<file path="config.mk">
export PLATFORM = sky130hd
export DESIGN_NAME = pc_unit
export DESIGN_NICKNAME = d
export VERILOG_FILES = /design/src/rtl/pc_unit.sv
export SDC_FILE = /design/constraint.sdc
export NUM_CORES = 1
export LEC_CHECK = 0
export BUFFER_PORTS_ARGS = -buffer_cell sky130_fd_sc_hd__buf_2
export CORE_UTILIZATION = 38
export CTS_BUF_LIST = sky130_fd_sc_hd__clkbuf_16
export DETAILED_ROUTE_END_ITERATION = 10
export HOLD_SLACK_MARGIN = 0.02
export PLACE_DENSITY = 0.57
export SLEW_MARGIN = 5
export SYNTH_ARGS = -nofsm -noshare
export SYNTH_HDL_FRONTEND = slang
export SYNTH_SLANG_ARGS = --single-unit
export TNS_END_PERCENT = 30
</file>
<file path="constraint.sdc">
create_clock -name clk -period 7.88 [get_ports clk]
set_clock_uncertainty 0.2 [all_clocks]
set_input_delay 1.576 -clock clk [delete_from_list [all_inputs] [get_ports clk]]
set_output_delay 1.576 -clock clk [all_outputs]
set_load 0.005 [all_outputs]
</file>
<file path="src/rtl/pc_unit.sv">
// pc_unit: program counter with next-PC select, EPC/exception flag and circular return-address stack
module pc_unit #(
    parameter int               WIDTH     = 32,
    parameter logic [WIDTH-1:0] RESET_VEC = 32'h0000_0000,
    parameter logic [WIDTH-1:0] EXC_VEC   = 32'h0000_0180,
    parameter int               RAS_DEPTH = 4
) (
    input  logic             clk,
    input  logic             rst,
    input  logic             pc_change,
    input  logic [2:0]       sel,
    input  logic [15:0]      br_off,
    input  logic [25:0]      j_tgt,
    input  logic [WIDTH-1:0] jr_addr,
    input  logic             ras_push,
    input  logic             ras_pop,
    output logic [WIDTH-1:0] o_pc,
    output logic [WIDTH-1:0] o_pc4,
    output logic [WIDTH-1:0] o_epc,
    output logic             in_exc,
    output logic             misalign,
    output logic [WIDTH-1:0] ras_top,
    output logic             ras_empty,
    output logic             ras_full
);
    localparam int PW = $clog2(RAS_DEPTH);

    logic [WIDTH-1:0] pc_nxt, br_tgt;
    logic             jr_bad, take_exc, take_eret, push, pop;
    logic [WIDTH-1:0] ras [RAS_DEPTH];
    logic [PW-1:0]    ptr, top_idx;
    logic [PW:0]      cnt;

    always_comb begin
        o_pc4     = o_pc + WIDTH'(4);
        br_tgt    = o_pc4 + ({{(WIDTH-16){br_off[15]}}, br_off} << 2);
        jr_bad    = sel == 3'd3 && jr_addr[1:0] != 2'b00;
        take_exc  = sel == 3'd4 || jr_bad;
        take_eret = sel == 3'd5 && in_exc;
        pc_nxt    = take_exc     ? EXC_VEC :
                    take_eret    ? o_epc :
                    sel == 3'd1  ? br_tgt :
                    sel == 3'd2  ? {o_pc4[WIDTH-1:28], j_tgt, 2'b00} :
                    sel == 3'd3  ? jr_addr : o_pc4;
        push      = pc_change && ras_push;
        pop       = pc_change && ras_pop && cnt != '0;
        top_idx   = ptr - PW'(1);
        ras_empty = cnt == '0;
        ras_full  = cnt == (PW+1)'(RAS_DEPTH);
        ras_top   = ras_empty ? '0 : ras[top_idx];
    end

    always_ff @(posedge clk or negedge rst) begin
        if (!rst) begin
            o_pc     <= RESET_VEC;
            o_epc    <= '0;
            in_exc   <= 1'b0;
            misalign <= 1'b0;
            ptr      <= '0;
            cnt      <= '0;
        end else begin
            misalign <= pc_change && jr_bad;
            if (pc_change) begin
                o_pc <= pc_nxt;
                if (take_exc && !in_exc) begin
                    o_epc  <= o_pc;
                    in_exc <= 1'b1;
                end else if (take_eret) begin
                    in_exc <= 1'b0;
                end
            end
            if (push && !pop) begin
                ptr <= ptr + PW'(1);
                cnt <= ras_full ? cnt : cnt + (PW+1)'(1);
            end else if (pop && !push) begin
                ptr <= top_idx;
                cnt <= cnt - (PW+1)'(1);
            end
        end
    end

    // entries need no reset: ras_top is masked by the count
    always_ff @(posedge clk) begin
        if (rst && push)
            ras[pop ? top_idx : ptr] <= o_pc4;
    end
endmodule

</file>
==> results of run 1 <==
-- cell type report --
type                    instances  area [µm²]
clock buffers                  17         425
inverters                      37         139
repair buffers                236        1240
flip-flops and latches        199        5620
fillers                      2643       14900
well taps                     378         473
clock inverters                15         166
multi-input cells             643        4930
diodes                          1        2.50
-- per-layer routing --
layer  part of all wire [%]  vias up  track usage, %
met5                      0        -               0
met2                     44      305            33.0
met1                     47     4074            32.1
li1                       -     3918               -
met3                    6.6       37            3.79
met4                    1.9        0            6.87
-- state kept, by name, indices dropped and copies added, names as in the netlist --
register / count
o_pc: 32
cnt: 3
o_epc: 32
ptr: 2
misalign: 1
in_exc: 1
ras: 128
-- Yosys cell counts (6+ instances only) --
| master | n |
|---|---|
| xnor2_1 | 40 |
| nor2_1 | 42 |
| mux2_2 | 14 |
| nand3_1 | 25 |
| o211ai_1 | 20 |
| a21oi_1 | 45 |
| mux4_2 | 32 |
| dfrtp_1 | 71 |
| and3_1 | 7 |
| a31oi_1 | 6 |
| a211oi_1 | 9 |
| nor3_1 | 7 |
| ha_1 | 37 |
| clkbuf_1 | 43 |
| edfxtp_1 | 128 |
| nand4_1 | 7 |
| xor2_1 | 15 |
| nor2b_1 | 42 |
| o21ai_0 | 81 |
| mux2i_1 | 28 |
| nand2_1 | 66 |
| nand2b_1 | 6 |
| a21o_1 | 16 |
| o2111ai_1 | 7 |
| inv_1 | 36 |
| o22ai_1 | 14 |
-- power groups by stage --
stage / registers (mW) / logic, mW / clock network (mW)
after floorplan: 1.43 / 0.916 / 0
after global placement: 1.48 / 1.46 / 0
after detailed placement: 1.49 / 1.47 / 0
after CTS: 1.46 / 1.47 / 0.907
after global routing: 1.49 / 1.61 / 0.942
final: 1.46 / 1.46 / 0.898
-- placed cells by master (no fill, tap or decap), drive strengths merged, types with 7 or more instances in the layout --
cell,synthesis,routed
inv,37,44
nor2b,42,42
o22ai,14,14
xnor2,40,40
nand3,25,25
o2111ai,7,7
mux4,32,32
a211oi,9,9
o211ai,20,20
ha,37,37
a21o,16,16
edfxtp,128,128
nand4,7,7
nor2,42,42
xor2,16,16
nor3,7,7
mux2i,28,28
clkbuf,43,17
nand2,66,66
and3,7,7
o21ai,81,81
a21oi,46,46
buf,10,236
mux2,14,14
dfrtp,71,71
-- worst paths after layout --
kind,start,to,slack (ns),cells after the start
setup / recovery,o_pc[4]$_DFFE_PN0P_,o_pc4[29],2.99,6
setup reg to reg,o_pc[4]$_DFFE_PN0P_,o_pc[26]$_DFFE_PN0P_,3.16,14
min in group asynchronous,rst,cnt[0]$_DFFE_PN0P_,0.77,1
hold / removal,o_epc[9]$_DFFE_PN0P_,o_epc[9]$_DFFE_PN0P_,0.31,2
max in group asynchronous,rst,o_epc[2]$_DFFE_PN0P_,5.58,2
hold reg to reg,o_epc[9]$_DFFE_PN0P_,o_epc[9]$_DFFE_PN0P_,0.31,2
-- worst min-delay path, stage by stage (launching register included) --
cell	delay, ns
dfrtp_1	0.37
nand2_1	0.05
o21ai_0	0.06
-- through the flow --
stage,setup WS [ns],instance area (µm²),cells,util [%],power [mW]
after floorplan,3.30,10900,932,-,2.34
after global placement,3.02,12400,1493,44.4,2.94
after detailed placement,3.05,12400,1493,44.4,2.95
after CTS,3.01,13000,1525,46.5,3.84
after global routing,2.82,13000,1526,46.5,4.04
final,2.99,13000,1526,46.5,3.82
-- cell families (layout without fill, tap and decap cells) --
kind of cell | count (synthesis) | in the layout | share of synthesized area, %
AOI/OAI and AO/OA | 245 | 245 | 14.5
and+or+nand+nor | 229 | 229 | 10.7
DFF | 199 | 199 | 51.7
buffers and inverters | 90 | 305 | 3.28
muxes | 74 | 74 | 10.7
xor gates and xnor gates | 56 | 56 | 4.58
adders and majority gates | 39 | 39 | 4.63
other | 0 | 1 | 0
==> reports/metrics.cfg, run 1 <==
[global_routing]
grt_antenna_before_repair=1
grt_pass1_wl_um=47700
grt_remaining_overflow=0
grt_max_degree=67
global_route.usage.total_pct=21.9
first_global_vias=8003

[clock_network]
htreeDepth=4
cts_sinks=199
cts_setup_buffers=0
cts-resized-gates=0
clkTransAtPathRegs_ns=0.08
clock_latency_at_the_later_pin_of_the_worst_skew_pair_ns=0.44
clk_path_buf_depth=2
clockRootBuffer=clkbuf_16
cts_hold_repair.buffers=0
cts_tree=done
cts_buffers=17

[die]
num_rows=61
floorplan.core_area_um2=27900
start_util_pct=38.9
dieArea_um2=29300
io_pins=214
die_height_um=171
die_w_um=171

[final_layout]
area_delta_synth_final_pct=19.6
num-nets-final=1255
post_route_cells_drive_above_1_share_pct=28.8

[critical_path]
worst_setup_start_kind=register
crit_family=simple AND/OR/NAND/NOR gates
maximum_fanout_along_the_worst_path=7
critical_path.endpoint_type=output pin
critPathKind=reg2out
path_cells=and4_1 -> nand4_1 -> or3_1 -> nor2_1 -> xor2_1 -> buf_2
worst-path-buf-inv=1
required_ns=6.10
worstPathArrival_ns=3.11
cp_slowest_stage_delay_ns=0.69
slowest_stage=xor2_1

[logic_synthesis]
ys.flop_type=edfxtp_1
synth_cells=932
synth-async-reset-ratio_pct=35.7
post-synth-top-area-fraction_pct=35.4
yosysUniqueCellTypes=69
ys_ff_latch=199
summed_instance_area_of_the_synthesized_netlist_um2=10900
synthDominantAreaCellType=edfxtp_1
syn_nets=1053
seq_area_frac_synth_pct=51.7
synth-warning-count=0
post_synth_edffs=128
netlist_top_cells_area=edfxtp_1, dfrtp_1, mux4_2, ha_1, o21ai_0
avgSynthCellArea_um2=11.7

[pwr]
peakVddDrop_mv=0.128
seq_power_share_pct=38.3
switchingPower_mw=1.39
p_leak_nw=5.36
internal_power_mw=2.43
power_density_nw_per_um2=294
share_clk_of_total_power_pct=23.5
power.share.combinational_pct=38.2
netSwitchingFraction_pct=36.3

[sta]
maxSlewHeadroom_pct=26.5
timing_hold_violations_final=0
fin_worst_hold_slack_ns=0.314
drv_slew=0
finalSetupViolations=0
worst_pin_slew_ns=1.10
final.period_utilization_pct=62.1
post-route-min-period_ns=4.89
finalSetupTns_ns=0
setup_repair_after_global_routing_missed_its_margin=no
fmax_mhz=205

[route]
wl_um=31500
antenna_left=0
avgRoutedWirePerCell_um=20.7
drc=0
via_per_inst=5.46
first_iter_violations=814
detailroute.via_count=8334
first_pass_detailed_route_iteration_total=5

[flow_run]
cap_violations=0

[placement]
port_buffers=213
gp_congestion=0.867
hpwl_um=23000

[worst_hold_path]
worst_hold_path_type=reg2reg

[status]
status=finished, final reports clean

(Power assumes the default switching activity.)
==> run 2, diff against run 1 <==
- clock period: 7.88 -> 5.1 ns (I/O delays scaled with it)
==> reports/metrics.cfg, run 2 (same netlist as run 1, synthesis figures left out) <==
[die]
die_height_um=171
dieArea_um2=29300
start_util_pct=38.9
floorplan.core_area_um2=27900
die_w_um=171
num_rows=61
io_pins=214

[critical_path]
worstReg2RegStart=o_pc[4]$_DFFE_PN0P_
worst_setup_path_startpoint=o_pc[4]$_DFFE_PN0P_
path_cells=and4_1 -> nand4_1 -> nor2_1 -> xnor2_1 -> ha_1 -> a21oi_1 -> o32ai_1 -> a211o_1 -> a31o_2 -> a2111oi_1 -> o41ai_1 -> xnor2_1 -> a211oi_1 -> o22ai_1
maximum_fanout_along_the_worst_path=8
cp_slowest_stage_delay_ns=0.71
critical_path.endpoint_type=register
required_ns=5.21
critical-path-top-cell-by-count=xnor2_1
worst_setup_start_kind=register
worstPathArrival_ns=4.66
slowest_stage=a2111oi_1
critPathKind=reg2reg

[final_layout]
area_delta_synth_final_pct=21.0
largest_register_ffs=128
final_core_util_pct=47.1
layout.cells.most_common_list=buf_2, edfxtp_1, o21ai_0
fillCellCount=2633
sequential_cell_area_um2=5620
final_cell_area_um2=13100
max_flop_register=ras
fin_cells=1540
top_regs=ras (128), o_epc (32), o_pc (32)
multiInputGateArea_um2=4930
mostFrequentLayoutCell=buf_2
post_route_cells_drive_above_1_share_pct=29.8
n_antenna_cell=0
num-nets-final=1270

[route]
antenna_left=0
first_iter_violations=711
avgRoutedWirePerCell_um=20.4
first_pass_detailed_route_iteration_total=5
via_per_inst=5.45
detailroute.via_count=8389
drc=0
wl_um=31500

[sta]
finalSetupViolations=0
drv_slew=0
fin_worst_hold_slack_ns=0.219
setup_repair_after_global_routing_missed_its_margin=no
finalSetupTns_ns=0
maxSlewHeadroom_pct=33.5
fmax_mhz=220
final.period_utilization_pct=89.3
worst_path_setup_slack_after_routing_ns=0.547
timing_hold_violations_final=0
worst_pin_slew_ns=0.991
post-route-min-period_ns=4.55

[worst_hold_path]
worst_hold_path_type=in2async

[global_routing]
global_route.usage.total_pct=22.3
grt_pass1_wl_um=48600
grt_antenna_before_repair=1
first_global_vias=8205
grt_remaining_overflow=0
grt_max_degree=66

[clock_network]
cts-resized-gates=0
cts_tree=done
cts_setup_buffers=0
clk_path_buf_depth=2
clock_latency_at_the_later_pin_of_the_worst_skew_pair_ns=0.44
cts_sinks=199
clockRootBuffer=clkbuf_16
cts_buffers=17
cts_hold_repair.buffers=0
htreeDepth=4
clkTransAtPathRegs_ns=0.08

[placement]
post-place-ws_ns=0.559
post_dp_cell_area_um2=12500
hpwl_um=23300
gp_congestion=0.886
port_buffers=213
dpl.cell_count=1508

[status]
status=finished, final reports clean

[pwr]
peakVddDrop_mv=0.173
fin_total_pwr_mw=5.93
p_leak_nw=5.45
power_density_nw_per_um2=451

[flow_run]
cap_violations=0

-- run 2: cell count changes in the layout (fill, tap and decap cells not counted), sizes merged --
cell and delta:
buf +15, clkinv +3, inv -2, clkinvlp -1, diode -1
-- run 2: power by group --
part           internal [mW]  switching, mW  leakage [nW]
logic                   1.08           1.16          3.09
clock network          0.704          0.682         0.293
registers               2.01          0.294          2.06
-- run 2: area by class of cell --
type / instances / area share (%)
Sequential cell: 199 / 42.8
Inverter: 37 / 1.06
Clock inverter: 15 / 1.39
Timing Repair Buffer: 251 / 10.5
Tap cell: 378 / 3.60
Multi-Input combinational cell: 643 / 37.5
Clock buffer: 17 / 3.24
-- run 2: path summary, 6_finish.rpt --
check	to	slack, ns	cells after the start
hold reg to reg	o_epc[9]$_DFFE_PN0P_	0.30	2
hold / removal	o_pc[30]$_DFFE_PN0P_	0.22	1
setup reg to reg	o_pc[26]$_DFFE_PN0P_	0.55	14
setup / recovery	o_pc[26]$_DFFE_PN0P_	0.55	14
max in group asynchronous	o_epc[8]$_DFFE_PN0P_	3.38	2
min in group clk	o_epc[9]$_DFFE_PN0P_	0.30	2
-- run 2: critical path, delay by kind of cell (launching register included) --
kind,cells,cell delay [ns]
DFF,1,0.45
adders and majority gates,1,0.40
AOI/OAI and AO/OA,8,2.11
xor gates and xnor gates,2,0.73
and+or+nand+nor,3,0.53
-- run 2: layer usage --
metal	global-route usage (%)	up-vias	share of wire (%)
li1	-	3947	-
met1	33.3	4132	48
met2	33.4	283	45
met3	3.84	27	5.7
met4	5.47	0	1.4
met5	0	-	0
